`config.mk`:
```
export PLATFORM = sky130hd
export DESIGN_NAME = lcd_hd44780_ctrl
export DESIGN_NICKNAME = d
export VERILOG_FILES = /design/src/rtl/lcd_pkg.sv /design/src/rtl/lcd_delay_timer.sv /design/src/rtl/lcd_hd44780_ctrl.sv
export SDC_FILE = /design/constraint.sdc
export NUM_CORES = 1
export LEC_CHECK = 0
export ABC_AREA = 1
export CAP_MARGIN = 20
export CORE_ASPECT_RATIO = 1.5
export CORE_MARGIN = 1.5
export CORE_UTILIZATION = 51
export CTS_BUF_LIST = sky130_fd_sc_hd__clkbuf_4
export DETAILED_ROUTE_END_ITERATION = 6
export HOLD_SLACK_MARGIN = 0.06
export PLACE_DENSITY = 0.71
export REMOVE_ABC_BUFFERS = 1
export SLEW_MARGIN = 20
export SYNTH_ARGS = -nofsm -noshare
export SYNTH_HDL_FRONTEND = slang
export SYNTH_SLANG_ARGS = --single-unit
```
`constraint.sdc`:
```
create_clock -name clk -period 4.65 [get_ports clk]
set_input_delay 0.93 -clock clk [delete_from_list [all_inputs] [get_ports clk]]
set_output_delay 0.93 -clock clk [all_outputs]
set_load 0.02 [all_outputs]
```
`src/rtl/lcd_pkg.sv`:
```
// rtl/lcd_pkg.sv - shared types, cycle conversion and init ROM for the HD44780 write controller
package lcd_pkg;

  typedef enum logic [2:0] {
    S_PON, S_INIT, S_IDLE, S_SETUP, S_PULSE, S_HOLD, S_NEXT, S_EXEC
  } lcd_state_e;

  typedef enum logic [1:0] {
    W_INIT1, W_INIT2, W_EXEC, W_LONG
  } lcd_wait_e;

  typedef struct packed {
    logic [7:0] byte_v;
    logic       single;
    lcd_wait_e  wsel;
  } init_step_t;

  localparam logic [7:0] INIT_BYTE_30  = 8'h30;
  localparam logic [7:0] INIT_BYTE_38  = 8'h38;
  localparam logic [7:0] INIT_BYTE_28  = 8'h28;
  localparam logic [3:0] INIT_NIBBLE_2 = 4'h2;
  localparam int unsigned INIT_WAIT1_US = 4100;
  localparam int unsigned INIT_WAIT2_US = 100;
  localparam logic [7:0] LONG_CMD_MASK = 8'hFC;
  localparam logic [2:0] INIT_LAST_8   = 3'd3;
  localparam logic [2:0] INIT_LAST_4   = 3'd4;

  function automatic longint unsigned to_cycles(input longint unsigned t,
                                                input longint unsigned clk_hz,
                                                input longint unsigned scale);
    longint unsigned c;
    c = (t * clk_hz + scale - 64'd1) / scale;
    return (c == 64'd0) ? 64'd1 : c;
  endfunction

  function automatic longint unsigned max_cyc(input longint unsigned a,
                                              input longint unsigned b);
    return (a > b) ? a : b;
  endfunction

  // Clear (0x01) and home (0x02/0x03) need the long execution wait.
  function automatic logic is_long_cmd(input logic [7:0] b, input logic rs);
    return !rs && ((b & LONG_CMD_MASK) == 8'h00) && (b != 8'h00);
  endfunction

  // Single-nibble steps carry their nibble in [7:4] so the 4-bit path sends only the high half.
  function automatic init_step_t init_rom(input logic [2:0] step, input logic bus4);
    init_step_t s;
    s.byte_v = INIT_BYTE_30;
    s.single = bus4;
    s.wsel   = W_EXEC;
    case (step)
      3'd0: s.wsel = W_INIT1;
      3'd1: s.wsel = W_INIT2;
      3'd2: s.wsel = W_EXEC;
      default: begin
        if (!bus4) begin
          s.byte_v = INIT_BYTE_38;
        end else if (step == 3'd3) begin
          s.byte_v = {INIT_NIBBLE_2, 4'h0};
        end else begin
          s.byte_v = INIT_BYTE_28;
          s.single = 1'b0;
        end
      end
    endcase
    return s;
  endfunction

endpackage

```
`src/rtl/lcd_delay_timer.sv`:
```
// rtl/lcd_delay_timer.sv - loadable down-counter shared by every controller wait
// done_o is high in the last cycle of a loaded interval; reset preloads the power-on wait.
module lcd_delay_timer #(
  parameter int unsigned  W       = 8,
  parameter logic [W-1:0] RST_VAL = '0
) (
  input  logic         clk,
  input  logic         reset_n,
  input  logic         load_i,
  input  logic [W-1:0] value_i,
  output logic         done_o
);

  localparam logic [W-1:0] ONE = W'(1);

  logic [W-1:0] cnt_q, cnt_d;

  always_comb begin
    cnt_d = cnt_q;
    if (load_i) begin
      cnt_d = value_i;
    end else if (cnt_q != '0) begin
      cnt_d = cnt_q - ONE;
    end
  end

  always_ff @(posedge clk or negedge reset_n) begin
    if (!reset_n) begin
      cnt_q <= RST_VAL;
    end else begin
      cnt_q <= cnt_d;
    end
  end

  assign done_o = (cnt_q == ONE);

endmodule

```
`src/rtl/lcd_hd44780_ctrl.sv`:
```
// rtl/lcd_hd44780_ctrl.sv - HD44780 write controller: power-on init, byte writes, 8/4-bit bus timing
module lcd_hd44780_ctrl
  import lcd_pkg::*;
#(
  parameter int unsigned CLK_HZ     = 50_000_000,
  parameter int unsigned BUS_4BIT   = 0,
  parameter int unsigned T_AS_NS    = 60,
  parameter int unsigned T_PW_NS    = 460,
  parameter int unsigned T_H_NS     = 20,
  parameter int unsigned T_EXEC_US  = 40,
  parameter int unsigned T_LONG_US  = 1640,
  parameter int unsigned T_PON_US   = 40000,
  parameter int unsigned T_INIT1_US = INIT_WAIT1_US,
  parameter int unsigned T_INIT2_US = INIT_WAIT2_US
) (
  input  logic       clk,
  input  logic       reset_n,
  input  logic [7:0] data,
  input  logic       write,
  input  logic       data1cmd0,
  output logic       ready,
  output logic [7:0] lcd_data,
  output logic       lcd_en,
  output logic       lcd_regsel,
  output logic       lcd_r1w0
);

  localparam longint unsigned NS = 64'd1_000_000_000;
  localparam longint unsigned US = 64'd1_000_000;
  localparam longint unsigned HZ = 64'(CLK_HZ);

  localparam longint unsigned AS_CYC    = to_cycles(64'(T_AS_NS), HZ, NS);
  localparam longint unsigned PW_CYC    = to_cycles(64'(T_PW_NS), HZ, NS);
  localparam longint unsigned H_CYC     = to_cycles(64'(T_H_NS), HZ, NS);
  localparam longint unsigned EXEC_CYC  = to_cycles(64'(T_EXEC_US), HZ, US);
  localparam longint unsigned LONG_CYC  = to_cycles(64'(T_LONG_US), HZ, US);
  localparam longint unsigned PON_CYC   = to_cycles(64'(T_PON_US), HZ, US);
  localparam longint unsigned INIT1_CYC = to_cycles(64'(T_INIT1_US), HZ, US);
  localparam longint unsigned INIT2_CYC = to_cycles(64'(T_INIT2_US), HZ, US);

  localparam longint unsigned MAX_CYC =
    max_cyc(max_cyc(max_cyc(AS_CYC, PW_CYC), max_cyc(H_CYC, EXEC_CYC)),
            max_cyc(max_cyc(LONG_CYC, PON_CYC), max_cyc(INIT1_CYC, INIT2_CYC)));
  localparam int TW = $clog2(MAX_CYC + 64'd1);

  localparam logic [TW-1:0] AS_C    = TW'(AS_CYC);
  localparam logic [TW-1:0] PW_C    = TW'(PW_CYC);
  localparam logic [TW-1:0] H_C     = TW'(H_CYC);
  localparam logic [TW-1:0] EXEC_C  = TW'(EXEC_CYC);
  localparam logic [TW-1:0] LONG_C  = TW'(LONG_CYC);
  localparam logic [TW-1:0] PON_C   = TW'(PON_CYC);
  localparam logic [TW-1:0] INIT1_C = TW'(INIT1_CYC);
  localparam logic [TW-1:0] INIT2_C = TW'(INIT2_CYC);

  localparam logic       BUS4      = (BUS_4BIT != 0);
  localparam logic [2:0] INIT_LAST = BUS4 ? INIT_LAST_4 : INIT_LAST_8;

  lcd_state_e    state_q, state_d;
  lcd_wait_e     wsel_q, wsel_d;
  logic [7:0]    byte_q, byte_d;
  logic          rs_q, rs_d;
  logic          low_q, low_d;
  logic          single_q, single_d;
  logic          init_q, init_d;
  logic [2:0]    step_q, step_d;
  logic          ready_q, en_q, regsel_q;
  logic [7:0]    lcd_data_q, bus_d;
  logic          tmr_load, tmr_done;
  logic [TW-1:0] tmr_value, exec_val;
  init_step_t    rom_s;

  lcd_delay_timer #(
    .W       (TW),
    .RST_VAL (PON_C)
  ) u_timer (
    .clk     (clk),
    .reset_n (reset_n),
    .load_i  (tmr_load),
    .value_i (tmr_value),
    .done_o  (tmr_done)
  );

  assign rom_s = init_rom(step_q, BUS4);

  always_comb begin
    case (wsel_q)
      W_INIT1: exec_val = INIT1_C;
      W_INIT2: exec_val = INIT2_C;
      W_LONG:  exec_val = LONG_C;
      default: exec_val = EXEC_C;
    endcase
  end

  always_comb begin
    state_d   = state_q;
    wsel_d    = wsel_q;
    byte_d    = byte_q;
    rs_d      = rs_q;
    low_d     = low_q;
    single_d  = single_q;
    init_d    = init_q;
    step_d    = step_q;
    tmr_load  = 1'b0;
    tmr_value = AS_C;
    bus_d     = 8'h00;

    case (state_q)
      S_PON: begin
        if (tmr_done) begin
          state_d = S_INIT;
          step_d  = 3'd0;
          init_d  = 1'b1;
        end
      end
      S_INIT: begin
        byte_d   = rom_s.byte_v;
        single_d = rom_s.single;
        wsel_d   = rom_s.wsel;
        rs_d     = 1'b0;
        low_d    = 1'b0;
        state_d  = S_SETUP;
        tmr_load = 1'b1;
      end
      S_IDLE: begin
        if (write) begin
          byte_d   = data;
          rs_d     = data1cmd0;
          single_d = 1'b0;
          low_d    = 1'b0;
          init_d   = 1'b0;
          wsel_d   = is_long_cmd(data, data1cmd0) ? W_LONG : W_EXEC;
          state_d  = S_SETUP;
          tmr_load = 1'b1;
        end
      end
      S_SETUP: begin
        if (tmr_done) begin
          state_d   = S_PULSE;
          tmr_load  = 1'b1;
          tmr_value = PW_C;
        end
      end
      S_PULSE: begin
        if (tmr_done) begin
          state_d   = S_HOLD;
          tmr_load  = 1'b1;
          tmr_value = H_C;
        end
      end
      S_HOLD: begin
        if (tmr_done) begin
          if (BUS4 && !low_q && !single_q) begin
            state_d = S_NEXT;
          end else begin
            state_d   = S_EXEC;
            tmr_load  = 1'b1;
            tmr_value = exec_val;
          end
        end
      end
      S_NEXT: begin
        low_d    = 1'b1;
        state_d  = S_SETUP;
        tmr_load = 1'b1;
      end
      S_EXEC: begin
        if (tmr_done) begin
          if (init_q && step_q != INIT_LAST) begin
            step_d  = step_q + 3'd1;
            state_d = S_INIT;
          end else begin
            init_d  = 1'b0;
            state_d = S_IDLE;
          end
        end
      end
      default: state_d = S_PON;
    endcase

    // In 4-bit mode the active nibble always rides on D7..D4.
    if (BUS4) begin
      bus_d = {low_d ? byte_d[3:0] : byte_d[7:4], 4'h0};
    end else begin
      bus_d = byte_d;
    end
  end

  always_ff @(posedge clk or negedge reset_n) begin
    if (!reset_n) begin
      state_q    <= S_PON;
      wsel_q     <= W_EXEC;
      byte_q     <= 8'h00;
      rs_q       <= 1'b0;
      low_q      <= 1'b0;
      single_q   <= 1'b0;
      init_q     <= 1'b0;
      step_q     <= 3'd0;
      ready_q    <= 1'b0;
      en_q       <= 1'b0;
      regsel_q   <= 1'b0;
      lcd_data_q <= 8'h00;
    end else begin
      state_q  <= state_d;
      wsel_q   <= wsel_d;
      byte_q   <= byte_d;
      rs_q     <= rs_d;
      low_q    <= low_d;
      single_q <= single_d;
      init_q   <= init_d;
      step_q   <= step_d;
      ready_q  <= (state_d == S_IDLE);
      en_q     <= (state_d == S_PULSE);
      if (state_d == S_SETUP && state_q != S_SETUP) begin
        lcd_data_q <= bus_d;
        regsel_q   <= rs_d;
      end
    end
  end

  assign ready      = ready_q;
  assign lcd_en     = en_q;
  assign lcd_regsel = regsel_q;
  assign lcd_data   = lcd_data_q;
  assign lcd_r1w0   = 1'b0;

endmodule

```
; ---- Yosys cells after proc, flatten, opt, wreduce, memory -nomap -nowiden
; Index checks and enable logic that the tools add are counted.
[classes]
add_sub_neg = 2
n_eq_ne = 22
mux = 36
n_reduce_logical = 21
[ops]
columns = op, count
row1 = $mux W21, 3
row2 = $pmux W21 S3, 1
row3 = $pmux W18 S3, 1
row4 = $mux W3, 9
row5 = $eq A21 B1 Y1 const B, 1
row6 = $pmux W3 S7, 1
row7 = $reduce_bool A21 Y1, 1
row8 = $sub A21 B1 Y21 const B, 1
row9 = $pmux W8 S2, 1
row10 = $eq A3 B2 Y1 const B, 5
row11 = $eq A3 B3 Y1 const B, 5
row12 = $mux W5, 2
row13 = $ne A2 B2 Y1 const B, 5
row14 = $logic_not A8 Y1, 1
row15 = $mux W1, 8
row16 = $mux W8, 1
row17 = $pmux W2 S2, 2
row18 = $reduce_bool A8 Y1, 1
row19 = $eq A3 B1 Y1 const B, 2
row20 = $logic_not A3 Y1, 2
row21 = $mux W2, 3
row22 = $ne A3 B2 Y1 const B, 2
row23 = $pmux W1 S3, 2
row24 = $pmux W3 S2, 1
row25 = other kinds (14), 20
[word_totals]
register_bits = 50
output_inout_bits = 12

; ---- Depth between registers and ports, before layout
[logic_depth]
ltp_word = 7
ltp_mapped = 11
depth_no_buf = 11

; ---- Cells and area by module
; From an unflattened synthesis, not the netlist that was laid out.
[unflattened]
cells_unflattened = 437
area_unflattened_um2 = 3255.6
[modules_own_cells]
columns = mod, instances, cells_per_inst, area_per_inst_um2, seq_area_each_um2
row1 = lcd_hd44780_ctrl, 1, 211, 1680.4, 726.9
row2 = lcd_delay_timer, 1, 226, 1575.3, 534.3

; ---- Least setup slack after synthesis
; No wires, ideal clock.
[synth_timing]
path_kind = input-to-reg
startpoint = input port write
endpoint = register u_timer.cnt_q[1]
setup_ns = 0.130
arrival_time_ns = 1.662
required_time_ns = 4.520
path_slack_ns = 2.859
cell_stages = 9
cell_sequence = inv_1 nor2_1 inv_2 nand2_2 nor2_2 buf_6 buf_6 nand4_1 nand3_1
[synth_via]
elab_chain_cells = 3
elab_cells_between_ends = 4
cone_classes = 3 x mux / 1 x reduce/logical
[synth_rtl]
columns = item, line_no
row1 = from (decl), lcd_hd44780_ctrl.sv:19  ; input logic write,
row2 = $mux W1 *, lcd_hd44780_ctrl.sv:125  ; if (write) begin
row3 = $pmux W1 S3 *, lcd_hd44780_ctrl.sv:107  ; case (state_q)
row4 = $mux W21 / $reduce_bool A2 Y1 (equally long branches), --
row5 = to (signal assigned), lcd_delay_timer.sv:31  ; cnt_q <= cnt_d;
row6 = to (decl), lcd_delay_timer.sv:16  ; logic [W-1:0] cnt_q, cnt_d;
; Mark *: on every way between the ends. The rest lies on a longest branch, timed or not.
; A chain may end at the register's enable or synchronous reset.

; ---- Worst setup path after layout
[layout_timing]
startpoint = input port write
endpoint = register ready_q (netlist: ready)
[layout_via]
elab_chain_cells = 3
[layout_rtl]
columns = item, line_no
row1 = $mux W3, lcd_hd44780_ctrl.sv:125
row2 = $pmux W3 S7, lcd_hd44780_ctrl.sv:107
row3 = via state_d[0], lcd_hd44780_ctrl.sv:58  ; lcd_state_e state_q, state_d;
row4 = $eq A3 B2 Y1, lcd_hd44780_ctrl.sv:211  ; ready_q <= (state_d == S_IDLE);
row5 = to (signal assigned), lcd_hd44780_ctrl.sv:211
row6 = to (decl), lcd_hd44780_ctrl.sv:66  ; logic ready_q, en_q, regsel_q;
; The timed path passes the listed nets, and every way through them passes these cells.

==> summary.md <==
| Metric | Value |
|---|---|
| Antenna violations before repair | `0` |
| DR iter-0 viols | `90` |
| Syn_area_per_cell | `around 7.4 um2` |
| Share of the synthesized area in the top cell type | `around 34%` |
| Sw Pwr | `about 0.16 mW` |
| Post-synth top area cell | `dfrtp_1` |
| Total of max-cap violations | `0` |
| CP max FO | `20` |
| Top_reg_cell synth | `dfrtp_1` |
| Tmin final | `about 2800 ps` |
| Hold WC Path Type | `flop to flop` |
| Hold wc startpoint | `byte_q[6]$_DFF_PN0_` |
| Grt ovf | `0` |
| Detail Placement HPWL | `just over 5 mm` |
| Worst EP arrival | `roughly 3100 ps` |
| Die H | `around 98 um` |
| Ratio of cells with drive above 1 in the final layout | `a little under a tenth` |
| Total track usage | `a little under a quarter` |
| # DRC | `0` |
| Worst-Skew Late Latency | `between 300 and 400 ps` |
| CTS Hold Bufs | `0` |
| RSZ-0062 raised after global routing | `no` |
| Slew margin rel. | `a little over two fifths` |
| Cts bufs inserted | `5` |
| Clk sinks | `50` |
| First-pass GRT wire length | `~12 mm` |
| Setup violations, final | `0` |
| Post-synthesis sequential area ratio | `approximately 41%` |
| Comb power frac | `2.8%` |
| Clk slew on worst S/H paths | `approximately 150 ps` |
| Crit. Startpoint | `write` |
| CP Launch Type | `input pin` |
| Via/cell ratio | `5.18` |
| Top cells by area, synth | `dfrtp_1 34%, nand2_1 13%, nor2_1 7.1%` |
| Seq cells post-synth | `50` |
| Most common cell in the netlist | `nand2_1` |
| Number of port buffers | `22` |
| Net count, final | `464` |
| TritonRoute pass-1 iters | `6` |
| Pleak | `between 1.5 and 2 nW` |
| Final WS setup | `1880 ps` |
| Core area | `slightly below 6000 um2` |
| Post-cts sizing count | `0` |
| Clock buffer depth | `2` |
| FP Rows | `34` |
| Pwr Total | `slightly above 0.7 mW` |
| Vias in the first global route | `around 2700` |
| Setup_tns | `0 ps` |
| Mapped cell area | `slightly above 3000 um2` |
| Die ar. | `around 6500 um2` |
| F_max | `360 MHz` |
| CTS tree | `yes` |
| H-tree Lvls | `2` |
| Post-synth cell types | `31` |
| Die width | `between 60 and 70 um` |
| VDD IR-drop max | `0.116 mV` |
| Via Count | `2645` |
| Clock root cell | `clkbuf_4` |
| Top sig layer | `met4` |
| Dpl ws | `1470 ps` |
| Post-Route WL | `6.73 mm` |
| Met1 Wirelength | `2.79 mm` |
| Status | `finished, final reports clean` |
| Synth top cells by count | `110 x nand2_1, 58 x nor2_1, 50 x inv_1, 42 x dfrtp_1, 39 x nand3_1` |
| Clock power frac | `a little over a third` |
| Number of flops mapped to enable cells by yosys | `0` |
| Final ANT Viol Nets | `0` |
| Metal3 WL | `~160 um` |
| Antenna Cells | `0` |
| Internal | `around 0.56 mW` |
| Layout Utilization | `about three fifths` |
| Avg WL per Cell | `between 10 and 15 um` |
| Power Dens Cells | `209 nW/um2` |
| Post-CTS setup buffers | `0` |
| Setup CP Type | `input pin to flop` |
| Final Skew | `14.8 ps` |
| Starting Density | `about 53%` |
| Met2 WL post-DR | `3.69 mm` |
| Final period util | `between 50% and 60%` |
| Area growth from synthesis to layout | `11.3%` |
| Syn Inst Count | `between 400 and 500` |
| Sw frac | `between 20 and 25%` |
| Hold Violations, Final | `0` |
| Worst r2r src | `state_q[0]$_DFF_PN0_` |
| CP required | `4960 ps` |
| Worst Setup End Kind | `flop` |
| Placer Congestion | `a little over 0.8` |
| Synth Warn # | `0` |
| Fraction of power consumed by sequential logic | `roughly three fifths` |
| Max-slew violation count | `0` |
| Ports | `24` |
| Pin count of the biggest net entering global routing | `between 50 and 60` |
| # fillers | `572` |
| Worst slew pin tran | `852 ps` |
| Post-synth ARST share | `100%` |
==> path summary, 6_finish.rpt <==
path | depth (start not counted) | slack (ps) | end
worst max register to register | 10 | 2190 | ready$_DFF_PN0_
worst min-delay path | 2 | 480 | byte_q[6]$_DFF_PN0_
worst max-delay path | 10 | 1880 | ready$_DFF_PN0_
min in group asynchronous | 2 | 610 | u_timer.cnt_q[5]$_DFFE_PN0P_
worst min register to register | 2 | 480 | byte_q[6]$_DFF_PN0_
max in group asynchronous | 2 | 3600 | step_q[1]$_DFFE_PN0P_
==> critical path, stage by stage <==
cell and delay [ps]:
clkdlybuf4s50_1 400, inv_1 70, nor2_1 160, inv_2 90
nand2_2 70, nor2_2 650, inv_2 310, a21oi_1 200
nand2_1 110, nor2_1 100
==> power by group through the flow <==
stage | logic, mW | clock network, mW | registers (mW)
after floorplan | 0.00130 | 0 | 0.443
after global placement | 0.0208 | 0 | 0.443
after detailed placement | 0.0209 | 0 | 0.443
after CTS | 0.0210 | 0.266 | 0.435
after global routing | 0.0235 | 0.285 | 0.436
final | 0.0201 | 0.261 | 0.435
==> cell type report <==
type                    count  area, um2  area share, %
clock inverters             3       45.0           1.32
multi-input cells         304       1560           45.6
clock buffers               5       37.5           1.10
flip-flops and latches     50       1260           36.9
well taps                  72       90.1           2.63
inverters                  54        203           5.93
repair buffers             23        223           6.51
==> registers in the layout, summed over array words and instances (netlist names) <==
register	cells
u_timer.cnt_q	21
step_q	3
lcd_data	8
byte_q	8
init_q	1
wsel_q	2
rs_q	1
state_q	3
lcd_en	1
ready	1
lcd_regsel	1
==> stage by stage <==
stage	std cells	hold slack, ps	area, um2
3_3_place_gp	503	449	3340
4_1_cts	511	489	3420
5_1_grt	511	501	3420
3_5_place_dp	503	453	3340
2_1_floorplan	408	437	3020
6_report	511	484	3420
==> layout by cell type (no fill, tap or decap), types with 8 or more instances in the layout <==
master and n:
a21oi_1 12, a31oi_1 9, clkdlybuf4s50_1 21, dfrtp_1 42, dfstp_2 8, ha_1 14, inv_1 50, nand2_1 110
nand3_1 39, nand4_1 11, nor2_1 58, o21ai_0 8
==> metal layers <==
metal / up-vias / track usage, %
li1: 1362 / -
met1: 1232 / 25.5
met2: 44 / 43.5
met3: 7 / 2.76
met4: 0 / 7.69
met5: - / 0
==> cell families (layout without fill, tap and decap cells) <==
family	count (synthesis)	after routing	synth area share, %
xor+xnor	8	8	2.28
buf+inv	60	85	8.15
flops	50	50	41.1
simple gates	250	250	37.1
other cells	1	1	0.122
compound gates	31	31	5.58
fa+ha+maj	14	14	5.70
No activity file was read; power rests on OpenSTA's default activity.
